$ cat config.mk
export PLATFORM = sky130hd
export DESIGN_NAME = ram_seq_ctrl
export DESIGN_NICKNAME = d
export VERILOG_FILES = /design/src/rtl/ram_seq_pkg.sv /design/src/rtl/ram_rd_pipe.sv /design/src/rtl/ram_seq_ctrl.sv
export SDC_FILE = /design/constraint.sdc
export NUM_CORES = 1
export LEC_CHECK = 0
export ABC_AREA = 1
export BUFFER_PORTS_ARGS = -buffer_cell sky130_fd_sc_hd__buf_2
export CAP_MARGIN = 0
export CORE_MARGIN = 2
export CORE_UTILIZATION = 51
export DETAILED_ROUTE_END_ITERATION = 10
export HOLD_SLACK_MARGIN = 0.1
export PLACE_DENSITY_LB_ADDON = 0.3
export SLEW_MARGIN = 40
export SYNTH_ARGS = -nofsm -noshare
export SYNTH_HDL_FRONTEND = slang
export SYNTH_SLANG_ARGS = --single-unit
$ cat constraint.sdc
create_clock -name clk -period 1.9 [get_ports clk]
set_input_delay 0.285 -clock clk [delete_from_list [all_inputs] [get_ports clk]]
set_output_delay 0.285 -clock clk [all_outputs]
set_load 0.02 [all_outputs]
$ cat src/rtl/ram_seq_pkg.sv
// ram_seq_pkg
// Shared types and defaults for the RAM command sequencer slice.
//   ADR_W_DEF / DATA_W_DEF : geometry of the team's 8x8 ram block
//   state_t                : sequencer states
//   cmd_t                  : one host command as sampled at the accept edge
package ram_seq_pkg;

  localparam int ADR_W_DEF  = 3;
  localparam int DATA_W_DEF = 8;

  typedef enum logic [1:0] {
    IDLE,
    WR,
    RD,
    FLUSH
  } state_t;

  typedef struct packed {
    logic                  write;
    logic [ADR_W_DEF-1:0]  adr;
    logic [DATA_W_DEF-1:0] data;
    logic [ADR_W_DEF-1:0]  len;
  } cmd_t;

endpackage

$ cat src/rtl/ram_rd_pipe.sv
// ram_rd_pipe
// Two-stage tag pipeline that follows read beats through the ram's
// registered read and turns them into the response stream.
// Ports:
//   clk, rst        clock, asynchronous active-high reset
//   issueValid      a read address is on ramAdr this cycle
//   issueAdr        that address
//   issueLast       it is the final address of the burst
//   ramDOut         ram read data (valid one edge after the address)
//   s1Last          stage-1 tag says the final beat lands next edge
//   rspValid/rspData/rspAdr/rspLast  registered response beat
module ram_rd_pipe
  import ram_seq_pkg::*;
#(
  parameter int ADR_W  = ADR_W_DEF,
  parameter int DATA_W = DATA_W_DEF
) (
  input  logic              clk,
  input  logic              rst,
  input  logic              issueValid,
  input  logic [ADR_W-1:0]  issueAdr,
  input  logic              issueLast,
  input  logic [DATA_W-1:0] ramDOut,
  output logic              s1Last,
  output logic              rspValid,
  output logic [DATA_W-1:0] rspData,
  output logic [ADR_W-1:0]  rspAdr,
  output logic              rspLast
);

  logic             s1Valid;
  logic [ADR_W-1:0] s1Adr;

  // Stage 1 mirrors the edge at which the ram latches dOut for the
  // address issued this cycle; stage 2 captures that dOut together with
  // its tag, so rspData always lines up with rspAdr.
  always_ff @(posedge clk or posedge rst) begin
    if (rst) begin
      s1Valid  <= 1'b0;
      s1Adr    <= '0;
      s1Last   <= 1'b0;
      rspValid <= 1'b0;
      rspData  <= '0;
      rspAdr   <= '0;
      rspLast  <= 1'b0;
    end else begin
      s1Valid  <= issueValid;
      s1Adr    <= issueAdr;
      s1Last   <= issueValid & issueLast;
      rspValid <= s1Valid;
      rspLast  <= s1Valid & s1Last;
      if (s1Valid) begin
        rspData <= ramDOut;
        rspAdr  <= s1Adr;
      end
    end
  end

endmodule

$ cat src/rtl/ram_seq_ctrl.sv
// ram_seq_ctrl
// Command sequencer driving the 8x8 synchronous ram from its port side.
// Accepts single/burst read and write commands over valid/ready and
// returns read data as a response stream. All outputs are registered.
// Ports:
//   clk, rst                       clock, asynchronous active-high reset
//   cmdValid/cmdReady              command handshake (ready only in IDLE)
//   cmdWrite/cmdAdr/cmdData/cmdLen command fields (len = beats - 1)
//   rspValid/rspData/rspAdr/rspLast read response beat
//   done                           pulse when a command completes
//   ramAdr/ramDIn/ramWriteEn       to the ram
//   ramDOut                        from the ram
module ram_seq_ctrl
  import ram_seq_pkg::*;
#(
  parameter int ADR_W  = ADR_W_DEF,
  parameter int DATA_W = DATA_W_DEF
) (
  input  logic              clk,
  input  logic              rst,
  input  logic              cmdValid,
  output logic              cmdReady,
  input  logic              cmdWrite,
  input  logic [ADR_W-1:0]  cmdAdr,
  input  logic [DATA_W-1:0] cmdData,
  input  logic [ADR_W-1:0]  cmdLen,
  output logic              rspValid,
  output logic [DATA_W-1:0] rspData,
  output logic [ADR_W-1:0]  rspAdr,
  output logic              rspLast,
  output logic              done,
  output logic [ADR_W-1:0]  ramAdr,
  output logic [DATA_W-1:0] ramDIn,
  output logic              ramWriteEn,
  input  logic [DATA_W-1:0] ramDOut
);

  state_t state, stateNext;

  cmd_t cmd;

  logic [ADR_W-1:0]  remain, remainNext;
  logic [ADR_W-1:0]  ramAdrNext;
  logic [DATA_W-1:0] ramDInNext;
  logic              ramWriteEnNext;
  logic              cmdReadyNext;
  logic              doneNext;

  logic              issueValid;
  logic              issueLast;
  logic              s1Last;

  assign cmd.write = cmdWrite;
  assign cmd.adr   = cmdAdr;
  assign cmd.data  = cmdData;
  assign cmd.len   = cmdLen;

  // A read beat is in flight whenever the RD state is presenting an
  // address; the beat is the last one once the remaining count is zero.
  assign issueValid = (state == RD);
  assign issueLast  = (state == RD) && (remain == '0);

  ram_rd_pipe #(
    .ADR_W (ADR_W),
    .DATA_W(DATA_W)
  ) uRdPipe (
    .clk       (clk),
    .rst       (rst),
    .issueValid(issueValid),
    .issueAdr  (ramAdr),
    .issueLast (issueLast),
    .ramDOut   (ramDOut),
    .s1Last    (s1Last),
    .rspValid  (rspValid),
    .rspData   (rspData),
    .rspAdr    (rspAdr),
    .rspLast   (rspLast)
  );

  // Next-state and next-output logic. Every output is computed one cycle
  // ahead and registered, so beat 0 of a command appears the cycle after
  // the accept edge. remain counts beats still to be issued after the
  // one currently on the ram port.
  always_comb begin
    stateNext      = state;
    remainNext     = remain;
    ramAdrNext     = ramAdr;
    ramDInNext     = ramDIn;
    ramWriteEnNext = 1'b0;
    doneNext       = s1Last;
    cmdReadyNext   = 1'b0;

    case (state)
      IDLE: begin
        if (cmdValid && cmdReady) begin
          ramAdrNext = cmd.adr;
          remainNext = cmd.len;
          if (cmd.write) begin
            stateNext      = WR;
            ramWriteEnNext = 1'b1;
            ramDInNext     = cmd.data;
          end else begin
            stateNext = RD;
          end
        end
      end

      WR: begin
        if (remain == '0) begin
          stateNext = IDLE;
          doneNext  = 1'b1;
        end else begin
          ramWriteEnNext = 1'b1;
          ramAdrNext     = ramAdr + 1'b1;
          ramDInNext     = ramDIn + 1'b1;
          remainNext     = remain - 1'b1;
        end
      end

      RD: begin
        if (remain == '0) begin
          stateNext = FLUSH;
        end else begin
          ramAdrNext = ramAdr + 1'b1;
          remainNext = remain - 1'b1;
        end
      end

      FLUSH: begin
        // The final beat has just been presented with done; leave now.
        if (rspLast) begin
          stateNext = IDLE;
        end
      end

      default: stateNext = IDLE;
    endcase

    cmdReadyNext = (stateNext == IDLE);
  end

  // Registered state and ram-side outputs; reset holds cmdReady low so
  // the first accept can only happen after reset is released.
  always_ff @(posedge clk or posedge rst) begin
    if (rst) begin
      state      <= IDLE;
      remain     <= '0;
      ramAdr     <= '0;
      ramDIn     <= '0;
      ramWriteEn <= 1'b0;
      cmdReady   <= 1'b0;
      done       <= 1'b0;
    end else begin
      state      <= stateNext;
      remain     <= remainNext;
      ramAdr     <= ramAdrNext;
      ramDIn     <= ramDInNext;
      ramWriteEn <= ramWriteEnNext;
      cmdReady   <= cmdReadyNext;
      done       <= doneNext;
    end
  end

endmodule
==> impl_metrics.json <==
{
  "status": "finished clean",
  "power_density_nw_per_um2": 648,
  "drc_errors": 0,
  "multiInputGateArea_um2": 865,
  "drive_gt1_share_pct": 31.5,
  "cts_made_buffers": 5,
  "globalplace.congestion": 0.810,
  "grt_pass1_vias": 1439,
  "cts-root-buf": "clkbuf_8",
  "rsz0062_at_grt": "false",
  "worstMarginPinSlew_ns": 0.492,
  "finalHoldViolCount": 0,
  "num_vias": 1575,
  "cts_tree": "yes",
  "place_ws_ns": 0.356,
  "core_area_um2": 3610,
  "path_buf_inv": 2,
  "synth_warnings": 0,
  "async_reset_ff_share_pct": 100,
  "ys_seq_area_share_pct": 48.8,
  "finalSetupViolCount": 0,
  "maxSlewHeadroom_pct": 67.2,
  "synthFlopType": "dfrtp_1",
  "area_growth_pct": 23.4,
  "path_delay_family": "simple AND/OR/NAND/NOR gates",
  "post-route-min-period_ns": 1.53,
  "clk_latency_ns": 0.29,
  "grt_max_degree": 38,
  "start_kind": "flip-flop",
  "final_cells": 327,
  "via_per_inst": 4.82,
  "syn_area_um2": 1900,
  "max_stage_delay_ns": 0.41,
  "h-tree-depth": 2,
  "finClkSkew_ns": 0.0101,
  "cts.clk_slew.worst_paths_ns": 0.08,
  "grt_pass1_wl_um": 6100,
  "cap_viol_max_count": 0,
  "antenna_found_initial": 0,
  "hold_class": "in2reg",
  "num_rows": 22,
  "final_nets": 313,
  "cp_cell_sequence": "inv_1, ha_1, nand2_1, nand2_1, nor2_4, inv_1, nand2_1, nand2_1",
  "ir_worst_vdd_mv": 0.422,
  "dp.final_hpwl_um": 2550,
  "cp.arrival_ns": 1.72,
  "end_kind": "flip-flop",
  "regArea_um2": 926,
  "die-width_um": 65.0,
  "cpMaxStageDelayCell": "dfrtp_1",
  "p_leak_uw": 0.00132,
  "cts_setup_buffers": 0,
  "synth_edf_count": 0,
  "fp.dieH_um": 65.0,
  "avgSynthCellArea_um2": 8.70,
  "first_pass_iters": 4,
  "cts_buffer_depth": 2,
  "avgRoutedWirePerCell_um": 10.7,
  "fmax_mhz": 652,
  "ant_nets": 0,
  "crit_type": "reg2reg",
  "start_util_pct": 52.6,
  "postSynthCellCount": 218,
  "ios": 53,
  "post-route-period-util_pct": 80.8,
  "antenna_cells": 0,
  "first_iter_violations": 83,
  "setup_ws_ns": 0.366,
  "ys_types": 23,
  "wirelength_um": 3500,
  "overflow": 0,
  "numClockSinks": 37,
  "critPathRequiredTime_ns": 2.09,
  "setup_tns_ns": 0,
  "synth_fp_nets": 253,
  "dp.cells": 318,
  "crit_fanout": 10,
  "die-area_um2": 4220,
  "ys_seq_elements": 37,
  "numPortBuffers": 52,
  "nFillCells": 304,
  "timing.critical_path.mode_cell": "nand2_1",
  "track_usage_pct": 19.3,
  "drv_slew": 0
}
[Yosys cell counts, types with 2 or more instances]
| cell type | instances | area share (%) |
|---|---|---|
| nor3_1 | 3 | 0.79 |
| nand3_1 | 14 | 3.7 |
| o21ai_0 | 16 | 4.2 |
| nand2_1 | 72 | 14 |
| or2_2 | 5 | 1.6 |
| mux2_2 | 11 | 6.5 |
| nand2_4 | 3 | 1.8 |
| inv_1 | 23 | 4.6 |
| dfrtp_1 | 37 | 49 |
| a21oi_1 | 2 | 0.53 |
| nand2_2 | 2 | 0.66 |
| nor2_1 | 9 | 1.8 |
| ha_1 | 9 | 5.9 |
| o21ai_1 | 2 | 0.53 |
| inv_2 | 2 | 0.40 |
[placed cells by master, fill, tap and decap left out, types with 2 or more instances in the layout]
cell and instances:
ha_1 9, buf_4 2, inv_2 2, nand2_4 3
dfrtp_1 37, nand2_1 72, a21oi_1 2, or2_2 5
nor2_1 9, o21ai_0 16, inv_1 23, nand3_1 14
o21ai_1 2, clkbuf_8 5, nand2_2 2, mux2_2 11
nor3_1 3, buf_2 52
[worst reg2reg max path, cell delays in order (launching register included)]
cell and delay, ns:
dfrtp_1 0.41, inv_1 0.10, ha_1 0.36, nand2_1 0.10, nand2_1 0.08, nor2_4 0.18, inv_1 0.10, nand2_1 0.07
nand2_1 0.04
[layout make-up]
| class | count | share of cell area (%) |
|---|---|---|
| multi-input combinational | 154 | 36.9 |
| inverter | 25 | 4.01 |
| tap | 48 | 2.57 |
| clock inverter | 2 | 1.66 |
| timing repair buffer | 55 | 12.2 |
| clock buffer | 6 | 3.10 |
| sequential | 37 | 39.6 |
[repair_timing]
item / in CTS / in global routing
endpoints found under the hold margin: 1 / 0
hold buffers: 1 / 0
gates resized for setup: 0 / 0
setup endpoints to repair: 0 / 0
[flip-flops by register name (all words and copies together), names as in the netlist, 2 cells and up]
signal           count
ramAdr               3
ramDIn               8
remain               3
state                2
uRdPipe.rspAdr       3
uRdPipe.rspData      8
uRdPipe.s1Adr        3
[per-stage QoR]
stage | cell area (um^2) | total power [uW] | utilization (%) | hold slack, ns
after global routing | 2340 | 1580 | 64.9 | 0.217
after floorplan | 1900 | 826 | - | 0.404
final | 2340 | 1520 | 64.9 | 0.226
after global placement | 2220 | 857 | 61.6 | 0.415
after detailed placement | 2220 | 857 | 61.6 | 0.419
after CTS | 2340 | 1540 | 64.9 | 0.214
[power by group]
part | internal [uW] | switching, uW | leakage [uW]
Sequential | 787 | 0 | 0.000475
Clock | 394 | 280 | 0.0000554
Combinational | 26.9 | 28.6 | 0.000793
Total | 1210 | 309 | 0.00132
[worst paths after layout]
path	end	from	cells after the start	slack, ns
hold / removal	uRdPipe.rspData[6]	ramDOut[6]	2	0.23
hold reg to reg	uRdPipe.s1Adr[1]	ramAdr[1]	0	0.45
setup reg to reg	ramAdr[0]	state[0]	8	0.37
min in group asynchronous	uRdPipe.s1Adr[0]	rst	4	0.67
setup / recovery	ramAdr[0]	state[0]	8	0.37
max in group asynchronous	state[0]	rst	4	0.90
[cell families (layout without fill, tap and decap cells)]
group                      after synthesis  after routing  share of synthesized area [%]
buffers and inverters                   27             88                           5.61
AOI/OAI and AO/OA                       21             21                           5.67
adders and majority gates                9              9                           5.94
DFF                                     37             37                           48.8
and+or+nand+nor                        113            113                           27.4
muxes                                   11             11                           6.53
[layer usage]
layer  GRT usage, %  part of all wire, %  routed length (um)  vias up
li1               -                    -                   -      814
met2           30.2                   48                1670       35
met1           25.1                   45                1590      722
met3           4.34                  5.8                 203        4
met4           9.84                  1.0                  35        0
met5              0                    0                   0        -
Power figures use the tool's default switching activity.
